File: src/rtl/mul_adr_pkg.sv
// Shared widths, FSM encoding and counter sizing for the mul_adr accumulation stage.
package mul_adr_pkg;

    localparam int P_W     = 16;
    localparam int S_W     = 9;
    localparam int ACC_W   = 32;
    localparam int ACC_LEN = 16;

    // Beat counter only needs to reach ACC_LEN-1 before wrapping.
    function automatic int cnt_width(input int len);
        return (len < 2) ? 1 : $clog2(len);
    endfunction

    localparam int CNT_W = cnt_width(ACC_LEN);

    typedef enum logic {
        ST_ACC  = 1'b0,
        ST_HOLD = 1'b1
    } state_t;

endpackage

File: src/rtl/sat_add.sv
// Unsigned W-bit add that clamps to all-ones on carry-out and flags the clamp.
// Purely combinational: zero latency, no flow control.
module sat_add #(
    parameter int W = 32
) (
    input  logic [W-1:0] a,
    input  logic [W-1:0] b,
    output logic [W-1:0] sum,
    output logic         sat
);

    logic [W:0] raw;

    assign raw = {1'b0, a} + {1'b0, b};
    assign sat = raw[W];
    assign sum = raw[W] ? {W{1'b1}} : raw[W-1:0];

endmodule

File: src/rtl/mul_adr_acc.sv
// Saturating frame accumulator for product/sum beats; totals valid 1 cycle after the last beat.
// Backpressure: in_ready drops while a frame total waits in HOLD for out_ready.
module mul_adr_acc
    import mul_adr_pkg::*;
#(
    parameter int P_W     = mul_adr_pkg::P_W,
    parameter int S_W     = mul_adr_pkg::S_W,
    parameter int ACC_W   = mul_adr_pkg::ACC_W,
    parameter int ACC_LEN = mul_adr_pkg::ACC_LEN
) (
    input  logic             clk,
    input  logic             rst,
    input  logic             clear,
    input  logic             in_valid,
    output logic             in_ready,
    input  logic [P_W-1:0]   p_in,
    input  logic [S_W-1:0]   s_in,
    output logic             out_valid,
    input  logic             out_ready,
    output logic [ACC_W-1:0] p_acc,
    output logic [ACC_W-1:0] s_acc,
    output logic             ovf
);

    localparam int                CNT_W = cnt_width(ACC_LEN);
    localparam logic [CNT_W-1:0]  LAST  = CNT_W'(ACC_LEN - 1);

    state_t             state_q, state_d;
    logic [CNT_W-1:0]   cnt_q, cnt_d;
    logic [ACC_W-1:0]   p_acc_d, s_acc_d;
    logic               ovf_d, out_valid_d;

    logic [ACC_W-1:0]   p_ext, s_ext, p_sum, s_sum;
    logic               p_sat, s_sat, accept;

    assign p_ext    = {{(ACC_W-P_W){1'b0}}, p_in};
    assign s_ext    = {{(ACC_W-S_W){1'b0}}, s_in};
    assign in_ready = (state_q == ST_ACC);
    assign accept   = in_valid & in_ready;

    sat_add #(.W(ACC_W)) u_p_add (
        .a   (p_acc),
        .b   (p_ext),
        .sum (p_sum),
        .sat (p_sat)
    );

    sat_add #(.W(ACC_W)) u_s_add (
        .a   (s_acc),
        .b   (s_ext),
        .sum (s_sum),
        .sat (s_sat)
    );

    always_ff @(posedge clk or posedge rst) begin
        if (rst) begin
            state_q   <= ST_ACC;
            cnt_q     <= '0;
            p_acc     <= '0;
            s_acc     <= '0;
            ovf       <= 1'b0;
            out_valid <= 1'b0;
        end else begin
            state_q   <= state_d;
            cnt_q     <= cnt_d;
            p_acc     <= p_acc_d;
            s_acc     <= s_acc_d;
            ovf       <= ovf_d;
            out_valid <= out_valid_d;
        end
    end

    // clear outranks both the input accept and the output handshake.
    always_comb begin
        state_d     = state_q;
        cnt_d       = cnt_q;
        p_acc_d     = p_acc;
        s_acc_d     = s_acc;
        ovf_d       = ovf;
        out_valid_d = out_valid;

        if (clear) begin
            state_d     = ST_ACC;
            cnt_d       = '0;
            p_acc_d     = '0;
            s_acc_d     = '0;
            ovf_d       = 1'b0;
            out_valid_d = 1'b0;
        end else begin
            case (state_q)
                ST_ACC: begin
                    if (accept) begin
                        p_acc_d = p_sum;
                        s_acc_d = s_sum;
                        ovf_d   = ovf | p_sat | s_sat;
                        if (cnt_q == LAST) begin
                            cnt_d       = '0;
                            state_d     = ST_HOLD;
                            out_valid_d = 1'b1;
                        end else begin
                            cnt_d = cnt_q + CNT_W'(1);
                        end
                    end
                end
                ST_HOLD: begin
                    if (out_valid & out_ready) begin
                        state_d     = ST_ACC;
                        p_acc_d     = '0;
                        s_acc_d     = '0;
                        ovf_d       = 1'b0;
                        out_valid_d = 1'b0;
                    end
                end
                default: state_d = ST_ACC;
            endcase
        end
    end

endmodule

File: config.mk
export PLATFORM = sky130hd
export DESIGN_NAME = mul_adr_acc
export DESIGN_NICKNAME = d
export VERILOG_FILES = /design/src/rtl/mul_adr_pkg.sv /design/src/rtl/sat_add.sv /design/src/rtl/mul_adr_acc.sv
export SDC_FILE = /design/constraint.sdc
export NUM_CORES = 1
export LEC_CHECK = 0
export ABC_AREA = 1
export CORE_MARGIN = 3
export CORE_UTILIZATION = 55
export DETAILED_ROUTE_END_ITERATION = 7
export HOLD_SLACK_MARGIN = 0.15
export PLACE_DENSITY = 0.82
export SLEW_MARGIN = 0
export SYNTH_ARGS = -nofsm -noshare
export SYNTH_HDL_FRONTEND = slang
export SYNTH_SLANG_ARGS = --single-unit
File: constraint.sdc
create_clock -name clk -period 4.2 [get_ports clk]
set_input_delay 0.42 -clock clk [delete_from_list [all_inputs] [get_ports clk]]
set_output_delay 0.42 -clock clk [all_outputs]
set_load 0.02 [all_outputs]
; ---- Yosys cells after proc, flatten, opt, wreduce, memory -nomap -nowiden
; Cells that the tools add are included.
[totals]
ff_bits = 71
output_inout_bits = 67
elab_cells = 49
[classes]
add_sub_neg = 3
n_eq_ne = 5
mux = 26
n_bitwise = 5
n_reduce_logical = 4
[ops]
columns = cell, n
row1 = 32-bit 2-to-1 mux, 7
row2 = 32-bit one-hot mux with 2 select lines, 2
row3 = 32-bit by 16-bit adder with 33-bit output, 1
row4 = 32-bit by 9-bit adder with 33-bit output, 1
row5 = 4-bit 2-to-1 mux, 4
row6 = 1-bit 2-to-1 mux, 10
row7 = 3-bit by 2-bit inequality test with 1-bit output (second input constant), 3
row8 = 1-bit one-hot mux with 2 select lines, 3
row9 = 4-bit by 1-bit adder with 4-bit output (second input constant), 1
row10 = 4-bit == test (second input constant), 1
row11 = 2-bit AND reduction, 2
row12 = 3-bit AND reduction, 1
row13 = 1-bit bitwise AND, 2
row14 = 2-bit inequality test (second input constant), 1
row15 = 1-bit OR, 2
row16 = 2-bit nonzero test, 1
row17 = 1-bit NOT, 1

; ---- Longest topological paths before layout
[logic_depth]
ltp_word = 6
mapped_depth = 14
mapped_depth_nobuf = 14

; ---- By module
; A second synthesis with hierarchy kept.
[hier_totals]
cells_unflattened = 1475
hier_area_um2 = 8743.4
[modules_own_cells]
columns = module, instances, cells_each, area_per_inst_um2, seq_area_each_um2
row1 = mul_adr_acc, 1, 332, 3125.5, 1776.7
row2 = sat_add (u_s_add), 1, 578, 2815.2, 0.0
row3 = sat_add (u_p_add), 1, 565, 2802.7, 0.0

; ---- Worst setup path before layout
; No wires, ideal clock.
[synth_path]
kind = register -> register
from = register p_acc[0]
to = register ovf
t_arrival_ps = 2080
required_time_ps = 4074
slack_ps = 1993
stages_incl_launch_ff = 15
period_less_slack_ps = 2207
cell_sequence = dfrtp_1 -> ha_1 -> fa_1 -> nand2_1 -> nand2_1 -> and2_1 -> nand2_1 -> nand2_1 -> nand2_1 -> nand2_4 -> nand2_4 -> buf_6 -> nand2_1 -> a21oi_1 -> nor2_2
[synth_between]
elab_chain_len = 6
[synth_lines]
columns = element, line_no
row1 = start: declaration, mul_adr_acc.sv:20  ; output logic [ACC_W-1:0] p_acc,
row2 = start signal: assignment, mul_adr_acc.sv:66  ; p_acc <= p_acc_d;
row3 = 32-bit by 16-bit adder with 33-bit output, sat_add.sv:14  ; assign raw = {1'b0, a} + {1'b0, b};
row4 = 1-bit OR (2 in a row), mul_adr_acc.sv:95  ; ovf_d = ovf | p_sat | s_sat;
row5 = 1-bit 2-to-1 mux, mul_adr_acc.sv:92  ; if (accept) begin
row6 = 1-bit one-hot mux with 2 select lines, mul_adr_acc.sv:90  ; case (state_q)
row7 = 1-bit 2-to-1 mux, mul_adr_acc.sv:82  ; if (clear) begin
row8 = end signal: assignment, mul_adr_acc.sv:68  ; ovf <= ovf_d;
row9 = end: declaration, mul_adr_acc.sv:22  ; output logic ovf
; No other way between the ends. The select of a mux whose other input is x is not followed.
; A chain may end at the register's enable or synchronous reset.

; ---- Worst setup path in the final report
[layout_path]
from = input s_in[0]
to = register ovf
[layout_between]
elab_chain_len = 5
[layout_lines]
columns = element, line_no
row1 = start: declaration, mul_adr_acc.sv:17  ; input logic [S_W-1:0] s_in,
row2 = 32-bit by 9-bit adder with 33-bit output, sat_add.sv:14
row3 = 1-bit OR, mul_adr_acc.sv:95
row4 = 1-bit 2-to-1 mux, mul_adr_acc.sv:92
row5 = 1-bit one-hot mux with 2 select lines, mul_adr_acc.sv:90
row6 = 1-bit 2-to-1 mux, mul_adr_acc.sv:82
; No other way between the ends. The select of a mux whose other input is x is not followed.

==> run metrics <==
via count=6,065; maximum VDD drop=0.167 mV; Critical Path RT=4440 ps; I/O pins=97; Sequential Area=1780 µm²; routed length per instance=13.2 µm; Sw Pwr=0.718 mW; Lkg Pwr=3.78 nW; n_diodes=0; TNS Setup=0 ps; post-CTS sizing=0; Post-Route Skew=14.5 ps; Clock transition at path regs=80 ps; cell row count=36; CP bufs+invs=2; Slowest-stage cell, CP=clkdlybuf4s50_1; Die Y=109 µm; cell taking the most area after synthesis=dfrtp_1; endpoints failing setup=0; ranking of synthesized cells by area=dfrtp_1, nand2_1, inv_1, nand3_1, ha_1; post-synthesis cell area=5810 µm²; post-DP HPWL=11,400 µm; Final Wtd Congestion=0.922; synth unique cells=40; share of the synthesized area in the top cell type=30.6%; WS Path Type=primary input to flip-flop; Worst EP arrival=2890 ps; net count after synthesis=998; most frequent cells in the layout=nand2_1, inv_1, clkdlybuf4s50_1; clk sink count=71; clock share of power=28.9%; Slew HR=53.4%; Tot GR Track Use=27.4%; Max H-tree Level=3; Final Hold Viols=0; crit path max fanout=22; drt first-iter violations=477; WL final=15,500 µm; internal power=1.28 mW; Antenna Nets Post-Route=0; Hold Crit Class=primary input to async pin; Synth Instances=940; crit path capture type=flip-flop; largest net degree at the start of global routing=64; post-route cell area=7080 µm²; most common cell after layout, fill and taps aside=nand2_1; Synth Register Bits=71; initial antenna violation count=0; post-synthesis sequential area ratio=30.6%; power share of the sequential group=38.2%; Clock Latency Late Sink=360 ps; P per Cell Area=282 nW/µm²; TritonCTS clock tree=done; area of the multi-input gates=3450 µm²; Starting Density=57.9%; fraction of power consumed by combinational cells=32.9%; dpl cell area=6880 µm²; CP cell instances=clkdlybuf4s50_1 > ha_1 > fa_1 > nand3_1 > nand2_1 > nand3_1 > nand3_2 > nand4_1 > buf_4 > nand2_1 > a21oi_1 > nor2_2; count of final max-slew check failures=0; nets@finish=1,090; Crit path max-delay family=simple AND/OR/NAND/NOR gates; Max Cap Viol=0; vias in the first global route=5,512; Die Area=11,800 µm²; post-route DRC violation count=0; DRT Pass-1 Iters=6; switching share of power=36.0%; CTS buffer count=9; Peak Freq=0.376 GHz; fin crit period=2660 ps; CP startpoint kind=primary input; first-pass GRT wire length=26,000 µm; GRT overflow=0; maximum clock path buffer count=2; status=completed; total core area=10,000 µm²; grt met1 use=39.8%; die width=109 µm; CTS Hold Buffers Added=0; final worst path period share=63.2%; worst slew pin tran=699 ps; fraction of layout cells with a size suffix above 1=5.01%; PortBufs=96; Synth warnings=0; DR vias/cell=5.18; GR Util met2=42.9%; fillers=901; post-CTS setup buffers=0; Syn Area/Cell=6.18 µm²; Layout Area Growth over Synthesis=21.8%; Clock Tree Root=clkbuf_8; Top Usage Layer GRT=met2; met3 Resource Use GR=4.09%; max incr delay on CP=430 ps; unrepaired setup endpoints after global routing=false
## sequential cells by signal, summed over array words and instances (netlist names)
register / flops
ovf: 1
cnt_q: 4
p_acc: 32
state_q: 1
s_acc: 32
out_valid: 1
## layout make-up
cell class                      count  area share, %
Multi-Input combinational cell    717           48.7
Clock inverter                      5          0.795
Tap cell                          133           2.35
Timing Repair Buffer              100           14.0
Clock buffer                       11           2.00
Sequential cell                    71           25.1
Inverter                          133           7.05
## worst reg2reg max path, cell delays in order, from the launching register on
cell and delay (ps):
dfrtp_1 420, ha_1 220, fa_1 400, nand3_1 100, nand2_1 120, nand3_1 120, nand3_2 130, nand4_1 310
buf_4 340, nand2_1 90, a21oi_1 170, nor2_2 40
## path summary, 6_finish.rpt
path                        endpoint  cells after the start  slack [ps]  startpoint
max reg2reg                      ovf                     11        1630    s_acc[0]
max in group asynchronous   s_acc[1]                      3        2770         rst
max                              ovf                     12        1540     s_in[0]
min reg2reg                 cnt_q[2]                      1         480    cnt_q[2]
min in group clk            cnt_q[2]                      1         480    cnt_q[2]
min                        p_acc[11]                      2         430         rst
## through the flow
stage               hold slack [ps]  setup slack, ps  total power, mW  utilization, %  cells
finish                          428             1540             2.00            70.5   1170
global placement                472             1270             1.42            68.5   1154
global route                    490             1350             2.12            70.5   1170
detailed placement              473             1160             1.42            68.5   1154
CTS                             445             1560             2.00            70.5   1170
floorplan                       446             1980             1.21               -    940
## cells in the mapped netlist
cell type and n:
nor2_4 1, xor2_1 6, buf_6 2, nand4_1 9
nand3b_1 4, a21oi_1 26, nor3_2 3, xnor2_1 17
nor3_4 1, a211oi_1 1, o21ai_1 10, nand2_1 417
inv_1 122, clkbuf_1 6, and3_1 2, or2_1 2
o32ai_1 1, dfrtp_1 71, or2_2 2, or2_0 1
ha_1 26, nand3_2 1, a22o_1 1, fa_1 2
nor3_1 13, a21o_1 1, nand3_1 70, o21ai_0 24
o211ai_1 2, and2_1 1, nand2_2 5, nand2_4 2
inv_2 11, buf_2 11, a21boi_0 1, nor2_2 6
o21bai_1 3, a31oi_1 1, nor2_1 54, o31ai_1 1
## power by group through the flow
stage | sequential [mW] | clock, mW | combinational (mW)
4_1_cts | 0.762 | 0.584 | 0.655
6_report | 0.761 | 0.577 | 0.657
3_3_place_gp | 0.774 | 0 | 0.644
3_5_place_dp | 0.774 | 0 | 0.650
2_1_floorplan | 0.814 | 0 | 0.401
5_1_grt | 0.768 | 0.612 | 0.739
## cell families after synthesis
kind of cell    after synthesis  share of synthesized area, %
compound gates               72                          6.74
xor+xnor                     23                          3.47
fa+ha+maj                    28                          6.28
buf+inv                     152                          10.3
flops                        71                          30.6
simple gates                594                          42.6
## layer usage
metal  wire (µm)  vias to the layer above
met5           0                        -
met4         275                        0
met3        1140                       25
met2        6610                      237
met1        7440                     2705
li1            -                     3098
Note: power is estimated with default switching activity, not from simulation.
